## src/rtl/counting_sched.sv

```systemverilog
`default_nettype none
// ============================================================================
//  Module      : counting_sched
//  Description : Time-shares one 1-2-3 symbol-sequence detector step among
//                NCH requester channels. Each channel keeps a private
//                detector state. A round-robin arbiter grants one channel per
//                cycle, and only that channel's state is advanced. The block
//                reports completion per channel and keeps a saturating
//                completion counter per channel.
//  Revision    : 1.0 - initial release
// ============================================================================
module counting_sched #(
   parameter int NCH = 4,
   parameter int CW  = 8
) (
   input  logic              clk,
   input  logic              rst_n,
   input  logic [NCH-1:0]    req_valid,
   input  logic [2*NCH-1:0]  req_num,
   output logic [NCH-1:0]    req_ready,
   input  logic [NCH-1:0]    clr,
   output logic [NCH-1:0]    done,
   output logic              hit,
   output logic [2:0]        hit_ch,
   output logic [NCH*CW-1:0] cnt
);

   // Pointer width: enough bits to name any channel.
   localparam int PW = (NCH > 1) ? $clog2(NCH) : 1;

   // Detector states.
   localparam logic [1:0] S0 = 2'd0;
   localparam logic [1:0] S1 = 2'd1;
   localparam logic [1:0] S2 = 2'd2;
   localparam logic [1:0] S3 = 2'd3;

   // After reset the pointer sits on the last channel, so the search starts
   // at channel 0.
   localparam logic [PW-1:0] PTR_RST = PW'(NCH - 1);
   localparam logic [CW-1:0] CNT_MAX = {CW{1'b1}};

   logic [1:0]     r_state     [NCH];
   logic [1:0]     w_state_nxt [NCH];
   logic [1:0]     w_sym       [NCH];
   logic [CW-1:0]  r_cnt       [NCH];
   logic [NCH-1:0] w_elig;
   logic [NCH-1:0] w_grant;
   logic           w_gvalid;
   logic [PW-1:0]  w_gidx;
   logic [PW-1:0]  r_ptr;
   logic           w_hit_nxt;
   logic           r_hit;
   logic [2:0]     r_hit_ch;

   // One detector step for an accepted symbol.
   function automatic logic [1:0] step(input logic [1:0] s, input logic [1:0] n);
      logic [1:0] r;
      r = s;
      case (s)
         S0: r = (n == 2'd1) ? S1 : S0;
         S1: begin
            if (n == 2'd2)      r = S2;
            else if (n == 2'd3) r = S0;
            else                r = S1;
         end
         S2: begin
            if (n == 2'd1)      r = S1;
            else if (n == 2'd2) r = S0;
            else                r = S3;
         end
         default: r = S3;
      endcase
      return r;
   endfunction

   // Per-channel symbol unpacking, eligibility and counter output packing.
   // Eligibility is gated by rst_n so that req_ready stays low in reset.
   for (genvar i = 0; i < NCH; i++) begin : g_ch
      assign w_sym[i]           = req_num[2*i +: 2];
      assign w_elig[i]          = rst_n & req_valid[i] & (r_state[i] != S3) & ~clr[i];
      assign cnt[CW*i +: CW]    = r_cnt[i];
   end

   // Round-robin search starting just after the last granted channel.
   always_comb begin
      int cand;
      w_grant  = '0;
      w_gvalid = 1'b0;
      w_gidx   = '0;
      cand     = 0;
      for (int k = 1; k <= NCH; k++) begin
         cand = (int'(r_ptr) + k) % NCH;
         if (!w_gvalid && w_elig[PW'(cand)]) begin
            w_gvalid = 1'b1;
            w_gidx   = PW'(cand);
         end
      end
      if (w_gvalid) begin
         w_grant[w_gidx] = 1'b1;
      end
   end

   assign req_ready = w_grant;

   // Detector state register for all channels.
   always_ff @(posedge clk or negedge rst_n) begin
      if (!rst_n) begin
         for (int i = 0; i < NCH; i++) begin
            r_state[i] <= S0;
         end
      end else begin
         for (int i = 0; i < NCH; i++) begin
            r_state[i] <= w_state_nxt[i];
         end
      end
   end

   // Next state: clear wins, otherwise only the granted channel steps.
   always_comb begin
      for (int i = 0; i < NCH; i++) begin
         w_state_nxt[i] = r_state[i];
         if (clr[i]) begin
            w_state_nxt[i] = S0;
         end else if (w_grant[i]) begin
            w_state_nxt[i] = step(r_state[i], w_sym[i]);
         end
      end
   end

   // Outputs decoded from state: completion flags and S2->S3 detection.
   always_comb begin
      for (int i = 0; i < NCH; i++) begin
         done[i] = (r_state[i] == S3);
      end
      w_hit_nxt = w_gvalid && (r_state[w_gidx] == S2) && (w_state_nxt[w_gidx] == S3);
   end

   // Arbiter pointer and registered hit pulse / hit channel.
   always_ff @(posedge clk or negedge rst_n) begin
      if (!rst_n) begin
         r_ptr    <= PTR_RST;
         r_hit    <= 1'b0;
         r_hit_ch <= 3'd0;
      end else begin
         if (w_gvalid) begin
            r_ptr <= w_gidx;
         end
         r_hit <= w_hit_nxt;
         if (w_hit_nxt) begin
            r_hit_ch <= 3'(w_gidx);
         end
      end
   end

   assign hit    = r_hit;
   assign hit_ch = r_hit_ch;

   // Saturating per-channel completion counters.
   always_ff @(posedge clk or negedge rst_n) begin
      if (!rst_n) begin
         for (int i = 0; i < NCH; i++) begin
            r_cnt[i] <= '0;
         end
      end else begin
         for (int i = 0; i < NCH; i++) begin
            if (w_hit_nxt && w_grant[i] && (r_cnt[i] != CNT_MAX)) begin
               r_cnt[i] <= r_cnt[i] + CW'(1);
            end
         end
      end
   end

endmodule
`default_nettype wire

```

## config.mk

```make
export PLATFORM = sky130hd
export DESIGN_NAME = counting_sched
export DESIGN_NICKNAME = d
export VERILOG_FILES = /design/src/rtl/counting_sched.sv
export SDC_FILE = /design/constraint.sdc
export NUM_CORES = 1
export LEC_CHECK = 0
export CAP_MARGIN = 20
export CELL_PAD_IN_SITES_DETAIL_PLACEMENT = 0
export CELL_PAD_IN_SITES_GLOBAL_PLACEMENT = 1
export CORE_ASPECT_RATIO = 0.9
export CORE_MARGIN = 2
export CORE_UTILIZATION = 41
export DETAILED_ROUTE_END_ITERATION = 6
export PLACE_DENSITY = 0.92
export SETUP_SLACK_MARGIN = 0.2
export SLEW_MARGIN = 20
export SYNTH_ARGS = -nofsm -noshare
export SYNTH_HDL_FRONTEND = slang
export SYNTH_SLANG_ARGS = --single-unit
export TNS_END_PERCENT = 50
```

## constraint.sdc

```tcl
create_clock -name clk -period 4.19 [get_ports clk]
set_input_delay 0.6285 -clock clk [delete_from_list [all_inputs] [get_ports clk]]
set_output_delay 0.6285 -clock clk [all_outputs]
set_load 0.05 [all_outputs]
```

==> impl_results.md <==
* Antenna cells at 0
* Vias in the first global route at approximately 2200
* Clock skew at around 0.012 ns
* #FFs+latches synth at 45
* Final-report max-slew violation count at 0
* Static Leakage at about 1.6 nW
* Largest cells by area after synthesis: dfrtp_1, ha_1, xor2_1
* Dominant synthesized flop cell: dfrtp_1
* Synthesized area at between 2000 and 3000 µm²
* Largest net degree at the start of global routing at 32
* Post-layout net count at a little under 400
* Cell Pwr Density at between 200 and 300 nW/µm²
* # DRC at 0
* Crit path time final at 3.771 ns
* Top-area cell type share of the netlist area at between 30% and 40%
* VDD IR-drop max at 0.1406 mV
* Via-to-Cell Ratio at between 5 and 6
* Post-synth ARST share at 100.0%
* Final HPWL DP at between 4000 and 5000 µm
* CP Capture Type: primary output
* Slew @ Worst Pin at 0.5762 ns
* RSZ-0062 raised after global routing: false
* Post-synth EDFFs at 0
* Initial Utilization at a little over two fifths
* Via Count at 2362
* Synth warnings at 0
* Root Buffer: clkbuf_8
* GR Overflow Total at 0
* Yosys cell types at 62
* Max_cap viols at 0
* Chip width at approximately 90 µm
* Total wire length at 5980 µm
* Syn avg cell area at 9.470 µm²
* Num rows at 28
* Hold_buf cts at 0
* Required @ worst endpoint at roughly 3.6 ns
* Yosys top cell by area: dfrtp_1
* Final RePlAce weighted congestion at 0.9133
* Critical Path AT at around 3.1 ns
* Clock Path Buffers at 2
* H-Tree Level Count at 2
* Slew HR at between 60% and 70%
* Register area share after synthesis at 40.12%
* Final TNS setup at 0 ns
* Period utilisation layout at 90.00%
* Worst-Skew Late Latency at approximately 0.31 ns
* Routed WL per cell at around 13 µm
* Final hold vios at 0
* First-pass GRT wire length at slightly above 10000 µm
* CTS Buf Count at 5
* 1st-iter DRT viols at between 200 and 250
* Setup bufs post-CTS at 0
* Critical Path Fanout Max at 8
* CTS tree: done
* IO Pins at slightly above 60
* Fillcell total at 582
* # clock sinks at 45
* Mapped Cells at between 200 and 300
* Syn Nets at between 300 and 400
* Chip height at 82.58 µm
* Hold WC Path Type: in2async
* Final ANT Viol Nets at 0
* First-pass iteration count of the detailed router at 4
* Post-cts resize count at 0
* Core ar. at between 6000 and 7000 µm²
* Layout cells sized above 1 at under 10%
* Overall Global Routing Usage at roughly 17%
* Antenna violations before repair at 0
* Clk slew on worst S/H paths at 0.09 ns
* Die Area at 7540 µm²
* Final Total Pwr at 0.0009087 W
* FMAX at 265.2 MHz
* IO buf count at 60
* CP startpoint kind: primary input
* P&R area growth vs syn at 27.76%
* Final setup viols at 0
* Critical path type: in2out
* Status: completed
[where the power goes]
group | switching, W | internal [W] | leakage, nW
clock network | 0.000155 | 0.000134 | 0.0512
registers | 0.0000264 | 0.000450 | 0.611
logic | 0.0000839 | 0.0000595 | 0.951
[worst max-delay path: stages]
cell and delay (ns):
clkdlybuf4s50_1 0.46, and3b_1 0.37, nand2_1 0.19, or2_2 0.31, o32a_2 0.26, inv_2 0.12, clkdlybuf4s50_1 0.81
[metal layers]
metal  wire [µm]  up-vias  track usage (%)
met4          74        0            5.909
met5           0        -                0
li1            -     1168                -
met3         354       10            4.265
met1        2870     1116            21.97
met2        2680       68            27.48
[synth_stat cells, drive strengths merged, types with 2 or more instances]
cell	count
dfrtp	43
nand2	30
nor2	27
inv	21
ha	16
o21ai	16
xor2	13
nand3	12
xnor2	12
a21oi	11
nor3	11
nand4	8
buf	6
and2	5
and3	5
mux2	5
nor2b	5
a22oi	4
and3b	3
o211ai	3
a211oi	2
a21o	2
a2bb2oi	2
a311oi	2
a31oi	2
and4	2
clkbuf	2
dfstp	2
nand2b	2
o21bai	2
o31ai	2
or2	2
or3	2
[layout make-up]
class	instances	area, µm²	share of cell area, %
clock inverter	2	13.76	0.3830
inverter	21	78.83	2.194
tap	90	112.6	3.134
timing repair buffer	62	610.6	16.99
multi-input combinational	223	1567	43.59
clock buffer	6	82.58	2.298
sequential	45	1129	31.41
[per-stage QoR]
step | util [%] | instances | area, µm² | setup slack (ns) | hold slack [ns]
2_1_floorplan | - | 297 | 2813 | 1.223 | 0.3329
3_3_place_gp | 52.82 | 441 | 3497 | 0.4590 | 0.4754
3_5_place_dp | 52.82 | 441 | 3497 | 0.4359 | 0.4765
4_1_cts | 54.27 | 449 | 3593 | 0.4223 | 0.1346
5_1_grt | 54.27 | 449 | 3593 | 0.2601 | 0.1296
6_report | 54.27 | 449 | 3593 | 0.4189 | 0.1406
[cell usage in the layout (no fill, tap or decap), drive strengths merged, types with 5 or more instances in the layout]
cell type      instances
clkdlybuf4s50         59
dfrtp                 43
nand2                 30
nor2                  27
inv                   21
ha                    16
o21ai                 16
xor2                  13
xnor2                 12
nand3                 12
a21oi                 11
nor3                  11
nand4                  8
clkbuf                 6
and3                   5
nor2b                  5
and2                   5
mux2                   5
[path summary, 6_finish.rpt]
check,slack [ns],end,from,cells after the start
worst max register to register,1.45,cnt[1],r_state[4],9
max in group asynchronous,3.39,r_ptr[1],rst_n,2
worst min register to register,0.50,cnt[13],cnt[13],1
worst max-delay path,0.42,req_ready[3],clr[3],7
worst min-delay path,0.14,r_state[1],rst_n,1
min in group clk,0.50,cnt[13],cnt[13],1
[logic make-up (layout without fill, tap and decap cells)]
group                      Yosys count  count (layout)  synth area share [%]
adders and majority gates           16              16                 7.117
other                                1               1                0.1333
muxes                                5               5                 2.135
and+or+nand+nor                    116             116                 21.35
AOI/OAI and AO/OA                   60              60                 17.17
buffers and inverters               29              91                 4.181
xor gates and xnor gates            25              25                 7.785
DFF                                 45              45                 40.12
[flip-flops by register name, summed over array words and instances, names as in the netlist]
signal	cells
hit	1
hit_ch	2
r_state	8
cnt	32
r_ptr	2
(Power assumes the default switching activity.)
